### config.mk
export PLATFORM = sky130hd
export DESIGN_NAME = sram_like_arbiter
export DESIGN_NICKNAME = d
export VERILOG_FILES = /design/src/rtl/sram_like_arbiter_pkg.sv /design/src/rtl/sram_like_arbiter_id_fifo.sv /design/src/rtl/sram_like_arbiter.sv
export SDC_FILE = /design/constraint.sdc
export NUM_CORES = 1
export LEC_CHECK = 0
export BUFFER_PORTS_ARGS = -buffer_cell sky130_fd_sc_hd__buf_2
export CAP_MARGIN = 30
export CORE_AREA = 5 5 104 106
export DETAILED_ROUTE_END_ITERATION = 10
export DIE_AREA = 0 0 109 111
export PLACE_DENSITY = 0.6
export RECOVER_POWER = 50
export SLEW_MARGIN = 20
export SYNTH_ARGS = -nofsm -noshare
export SYNTH_HDL_FRONTEND = slang
export SYNTH_HIERARCHICAL = 1
export SYNTH_SLANG_ARGS = --single-unit
### constraint.sdc
create_clock -name clk -period 2.7 [get_ports clk]
set_input_delay 0.27 -clock clk [delete_from_list [all_inputs] [get_ports clk]]
set_output_delay 0.27 -clock clk [all_outputs]
set_load 0.02 [all_outputs]
### src/rtl/sram_like_arbiter_pkg.sv
// Shared definitions for the two-master sram-like bus arbiter.
// Master ids, size encodings and the lane select helper.
package sram_like_arbiter_pkg;

    localparam logic MST_INST = 1'b0;
    localparam logic MST_DATA = 1'b1;

    localparam logic [1:0] SZ_BYTE = 2'd0;
    localparam logic [1:0] SZ_HALF = 2'd1;
    localparam logic [1:0] SZ_WORD = 2'd2;

    function automatic logic [31:0] lane32(input logic [63:0] v, input logic id);
        return id ? v[63:32] : v[31:0];
    endfunction

endpackage

### src/rtl/sram_like_arbiter_id_fifo.sv
// In-order record of which master issued each outstanding transfer.
// One bit per entry; pops on an empty fifo are ignored.
module id_fifo #(
    parameter int DEPTH = 4,
    parameter int AW    = $clog2(DEPTH)
) (
    input  logic        clk,
    input  logic        rst,
    input  logic        push,
    input  logic        din,
    input  logic        pop,
    output logic        head,
    output logic        full,
    output logic [AW:0] count
);

    logic          mem [DEPTH];
    logic [AW-1:0] wr_ptr;
    logic [AW-1:0] rd_ptr;
    logic          push_ok;
    logic          pop_ok;

    assign full    = (count == (AW+1)'(DEPTH));
    assign push_ok = push & ~full;
    assign pop_ok  = pop & (count != '0);
    assign head    = mem[rd_ptr];

    always_ff @(posedge clk) begin
        if (push_ok) begin
            mem[wr_ptr] <= din;
        end
    end

    always_ff @(posedge clk) begin
        if (rst) begin
            wr_ptr <= '0;
            rd_ptr <= '0;
            count  <= '0;
        end else begin
            if (push_ok) begin
                wr_ptr <= wr_ptr + 1'b1;
            end
            if (pop_ok) begin
                rd_ptr <= rd_ptr + 1'b1;
            end
            case ({push_ok, pop_ok})
                2'b10:   count <= count + 1'b1;
                2'b01:   count <= count - 1'b1;
                default: count <= count;
            endcase
        end
    end

endmodule

### src/rtl/sram_like_arbiter.sv
// Merges the inst and data sram-like ports onto one slave port,
// returning each response to its issuer with zero added latency.
module sram_like_arbiter
    import sram_like_arbiter_pkg::*;
#(
    parameter int DEPTH     = 4,
    parameter int DATA_PRIO = 1
) (
    input  logic        clk,
    input  logic        rst,
    input  logic [1:0]  m_req,
    input  logic [1:0]  m_wr,
    input  logic [3:0]  m_size,
    input  logic [63:0] m_addr,
    input  logic [63:0] m_wdata,
    output logic [1:0]  m_addr_ok,
    output logic [1:0]  m_data_ok,
    output logic [31:0] m_rdata,
    output logic        s_req,
    output logic        s_wr,
    output logic [1:0]  s_size,
    output logic [31:0] s_addr,
    output logic [31:0] s_wdata,
    input  logic        s_addr_ok,
    input  logic        s_data_ok,
    input  logic [31:0] s_rdata
);

    localparam int AW = $clog2(DEPTH);

    logic        pri;
    logic        sel;
    logic        lock;
    logic        lock_id;
    logic        full;
    logic        head;
    logic        accept;
    logic        resp;
    logic [AW:0] count;

    always_comb begin
        if (DATA_PRIO != 0) begin
            pri = m_req[MST_DATA] ? MST_DATA : MST_INST;
        end else begin
            pri = m_req[MST_INST] ? MST_INST : MST_DATA;
        end
    end

    // A stalled request keeps the port so the slave sees it unchanged.
    assign sel     = lock ? lock_id : pri;
    assign s_req   = m_req[sel] & ~full & ~rst;
    assign s_wr    = m_wr[sel];
    assign s_size  = sel ? m_size[3:2] : m_size[1:0];
    assign s_addr  = lane32(m_addr, sel);
    assign s_wdata = lane32(m_wdata, sel);

    assign accept  = s_req & s_addr_ok;
    assign resp    = s_data_ok & (count != '0) & ~rst;
    assign m_rdata = s_rdata;

    always_comb begin
        m_addr_ok       = 2'b00;
        m_data_ok       = 2'b00;
        m_addr_ok[sel]  = accept;
        m_data_ok[head] = resp;
    end

    always_ff @(posedge clk) begin
        if (rst) begin
            lock    <= 1'b0;
            lock_id <= MST_INST;
        end else if (accept) begin
            lock    <= 1'b0;
        end else if (s_req) begin
            lock    <= 1'b1;
            lock_id <= sel;
        end
    end

    id_fifo #(
        .DEPTH (DEPTH)
    ) u_id_fifo (
        .clk   (clk),
        .rst   (rst),
        .push  (accept),
        .din   (sel),
        .pop   (s_data_ok),
        .head  (head),
        .full  (full),
        .count (count)
    );

endmodule

==> metrics <==
HP Start s_addr_ok; post-DR wirelength/cell 14.6 um; first-pass GRT wire length between 10000 and 15000 um; cells after synthesis around 180; max cap viols 0; Worst Tran Pin Value 0.463 ns; CP endpoint kind flip-flop; sequential-to-total area share from yosys stat 18.8%; core area ~0.0097 mm2; Fmax 0.408 GHz; DRT antenna net count 0; Period minus WS final approximately 2.5 ns; gr ovfl total 0; Worst Hold Class in -> reg; Synth Area per Inst 10.0 um2; CTS tree done; CP Max Fanout 6; Final Hold Viols 0; io pins approximately 280; R2R depth 12; Slowest cell on crit path dfxtp_1; Synth Flop Type dfxtp_1; 1st-iter DRT viols between 40 and 50; H-tree levels 1; Seq pwr share 24.5%; Top Family by Delay on Critical Path simple AND/OR/NAND/NOR gates; Pins Over Slew Limit 0; Hold WS ~0.35 ns; slowest stage delay, CP ~0.40 ns; via count 1943; reg2reg start u_id_fifo/count[2]$_SDFFE_PP0P_; Hold-fix buffers, CTS 0; Setup Skew approximately 0.0044 ns; number of cells upsized or downsized after cts 0; Worst Path Class, Setup reg -> reg; Root Buffer clkbuf_8; Reg-to-Reg End u_id_fifo/count[2]$_SDFFE_PP0P_; Reg clk slew, reported paths approximately 0.06 ns; top-count cell post-synth mux2_2; sw frac a little over two fifths; Post-synth EDFFs 4; clock sink count 15; Post-route DRC 0; Placed Instances 489; Startpoint Class flip-flop; Total GRT Usage ~11%; Layout area overhead 55.5%; Comb power frac 61.2%; Layout Cells excl Fill 493; synthesized cell area about 0.0018 mm2; DIE HEIGHT 111 um; Post-Syn Nets 359; Pwr Density ~440 mW/mm2; Post-synth top cells mux2_2, buf_4, dfxtp_1; area share of the largest cell type after synthesis ~37%; final worst-path cycle share roughly 91%; Worst VDD drop 0.220 mV; worst-skew pair later-pin latency ~0.24 ns; Setup TNS 0 ns; Min-Delay Path Depth 3; crit path DAT 2.62 ns; Final Setup Violations 0; WP buf/inv 3; RSZ-0062 raised after global routing false; max_slew headroom 68.8%; dpl hpwl between 6000 and 7000 um; R2R Setup Slk 0.25 ns; antenna violations before repair 0; worst path cell trace nor3b_2 > o21bai_1 > a2111oi_2 > inv_1 > nor2_1 > inv_1 > ha_1 > inv_1 > fa_1 > xor2_1 > or3_1 > a21oi_1; final net count about 540; clock power share 14.3%; Cell Area, Placed around 0.0028 mm2; Port Buffers between 200 and 250; Lkg Pwr approximately 1.4 nW; routed vias/inst just under 4; status finished clean; Placement Rows 36; synth warn 6; ANT cells 0; Detailed Routing Iterations Pass 1 3; FILL cells 1053; fraction of layout cells with a size suffix above 1 approximately three quarters; Post CTS Setup Buffer Count 0; area leader, netlist mux2_2; TritonCTS Buffers 3; Int Pwr approximately 0.00072 W; final WL about 7200 um; Critical Path RT 2.87 ns; Die Area between 0.01 and 0.015 mm2; Async S/R FF share, synth 0%; Net Switching between 0.0005 and 0.0006 W; Netlist cell types 34; design area 0.00282 mm2; routability cong. around 0.81; Max clock buf depth 2; initial cell density of the core roughly a fifth; Die X ~110 um; Hold Path Sink lock_id$_SDFFE_PP0P_; number of global-route vias before repair roughly 2100; cell mode on critical path inv_1; FF+latch count, synth 15; pin count of the biggest net entering global routing 70; Synth area leaders mux2_2, buf_4, dfxtp_1, edfxtp_1, mux2_1
==> logic make-up after synthesis <==
group	after synthesis	synth area share, %
flops	15	18.8
simple gates	23	7.81
compound gates	14	5.25
buf+inv	49	17.6
fa+ha+maj	6	4.56
mux	70	44.0
xor+xnor	4	1.94
==> cell usage in the layout (no fill, tap or decap), types with 2 or more instances in the layout <==
cell type	count
and2_0	3
nor2_1	7
clkbuf_8	3
clkbuf_1	15
mux2_2	59
mux2_1	8
o21ai_0	2
inv_1	9
buf_2	198
dfxtp_1	11
a21oi_1	5
or3_1	2
xor2_1	3
and2_1	3
ha_1	5
mux2i_1	2
nor3_1	2
edfxtp_1	4
==> worst reg2reg max path, cell delays in order, from the launching register on <==
cell and delay [ns]:
dfxtp_1 0.40, nor3b_2 0.23, o21bai_1 0.22, a2111oi_2 0.08
inv_1 0.11, nor2_1 0.07, inv_1 0.05, ha_1 0.18
inv_1 0.06, fa_1 0.37, xor2_1 0.16, or3_1 0.32
a21oi_1 0.15
==> power by group through the flow <==
stage                     clock network [W]  registers, W  logic (W)
after floorplan                           0      0.000300   0.000568
after global placement                    0      0.000308   0.000766
after detailed placement                  0      0.000311   0.000775
after CTS                          0.000182      0.000307   0.000781
after global routing               0.000196      0.000309   0.000822
final                              0.000177      0.000303   0.000759
==> through the flow <==
stage | setup slack, ns | utilization [%] | total power [W]
floorplan | 0.170 | - | 0.000869
detailed placement | 0.124 | 28.9 | 0.00109
global route | 0.0206 | 29.1 | 0.00133
CTS | 0.0832 | 29.4 | 0.00127
finish | 0.248 | 29.1 | 0.00124
global placement | 0.249 | 28.9 | 0.00107
==> metal layers <==
metal	share of wire (%)	vias to the layer above	track usage [%]
met5	0	-	0
met3	9.6	2	3.26
met4	0.17	0	0.842
met2	54	112	21.0
met1	37	859	12.4
li1	-	970	-
==> final cells by class <==
type                            count  area (um2)  area share (%)
Multi-Input combinational cell    117        1150            40.9
Inverter                            9        33.8            1.20
Clock inverter                      1        7.51           0.267
Tap cell                          133         166            5.91
Sequential cell                    15         340            12.1
Timing Repair Buffer              215        1070            38.2
Clock buffer                        3        41.3            1.47
==> how the worst max path moves through the flow <==
stage	from	cells after the start	slack, ns	end
global placement	u_id_fifo/count[2]$_SDFFE_PP0P_	12	0.25	u_id_fifo/count[2]$_SDFFE_PP0P_
finish	u_id_fifo/count[2]$_SDFFE_PP0P_	12	0.25	u_id_fifo/count[2]$_SDFFE_PP0P_
detailed placement	u_id_fifo/count[0]$_SDFFE_PP0P_	12	0.12	u_id_fifo/count[2]$_SDFFE_PP0P_
global route	u_id_fifo/count[0]$_SDFFE_PP0P_	12	0.02	u_id_fifo/count[2]$_SDFFE_PP0P_
floorplan	u_id_fifo/count[2]$_SDFFE_PP0P_	12	0.17	u_id_fifo/count[2]$_SDFFE_PP0P_
CTS	u_id_fifo/count[0]$_SDFFE_PP0P_	12	0.08	u_id_fifo/count[2]$_SDFFE_PP0P_
Power figures use the tool's default switching activity.
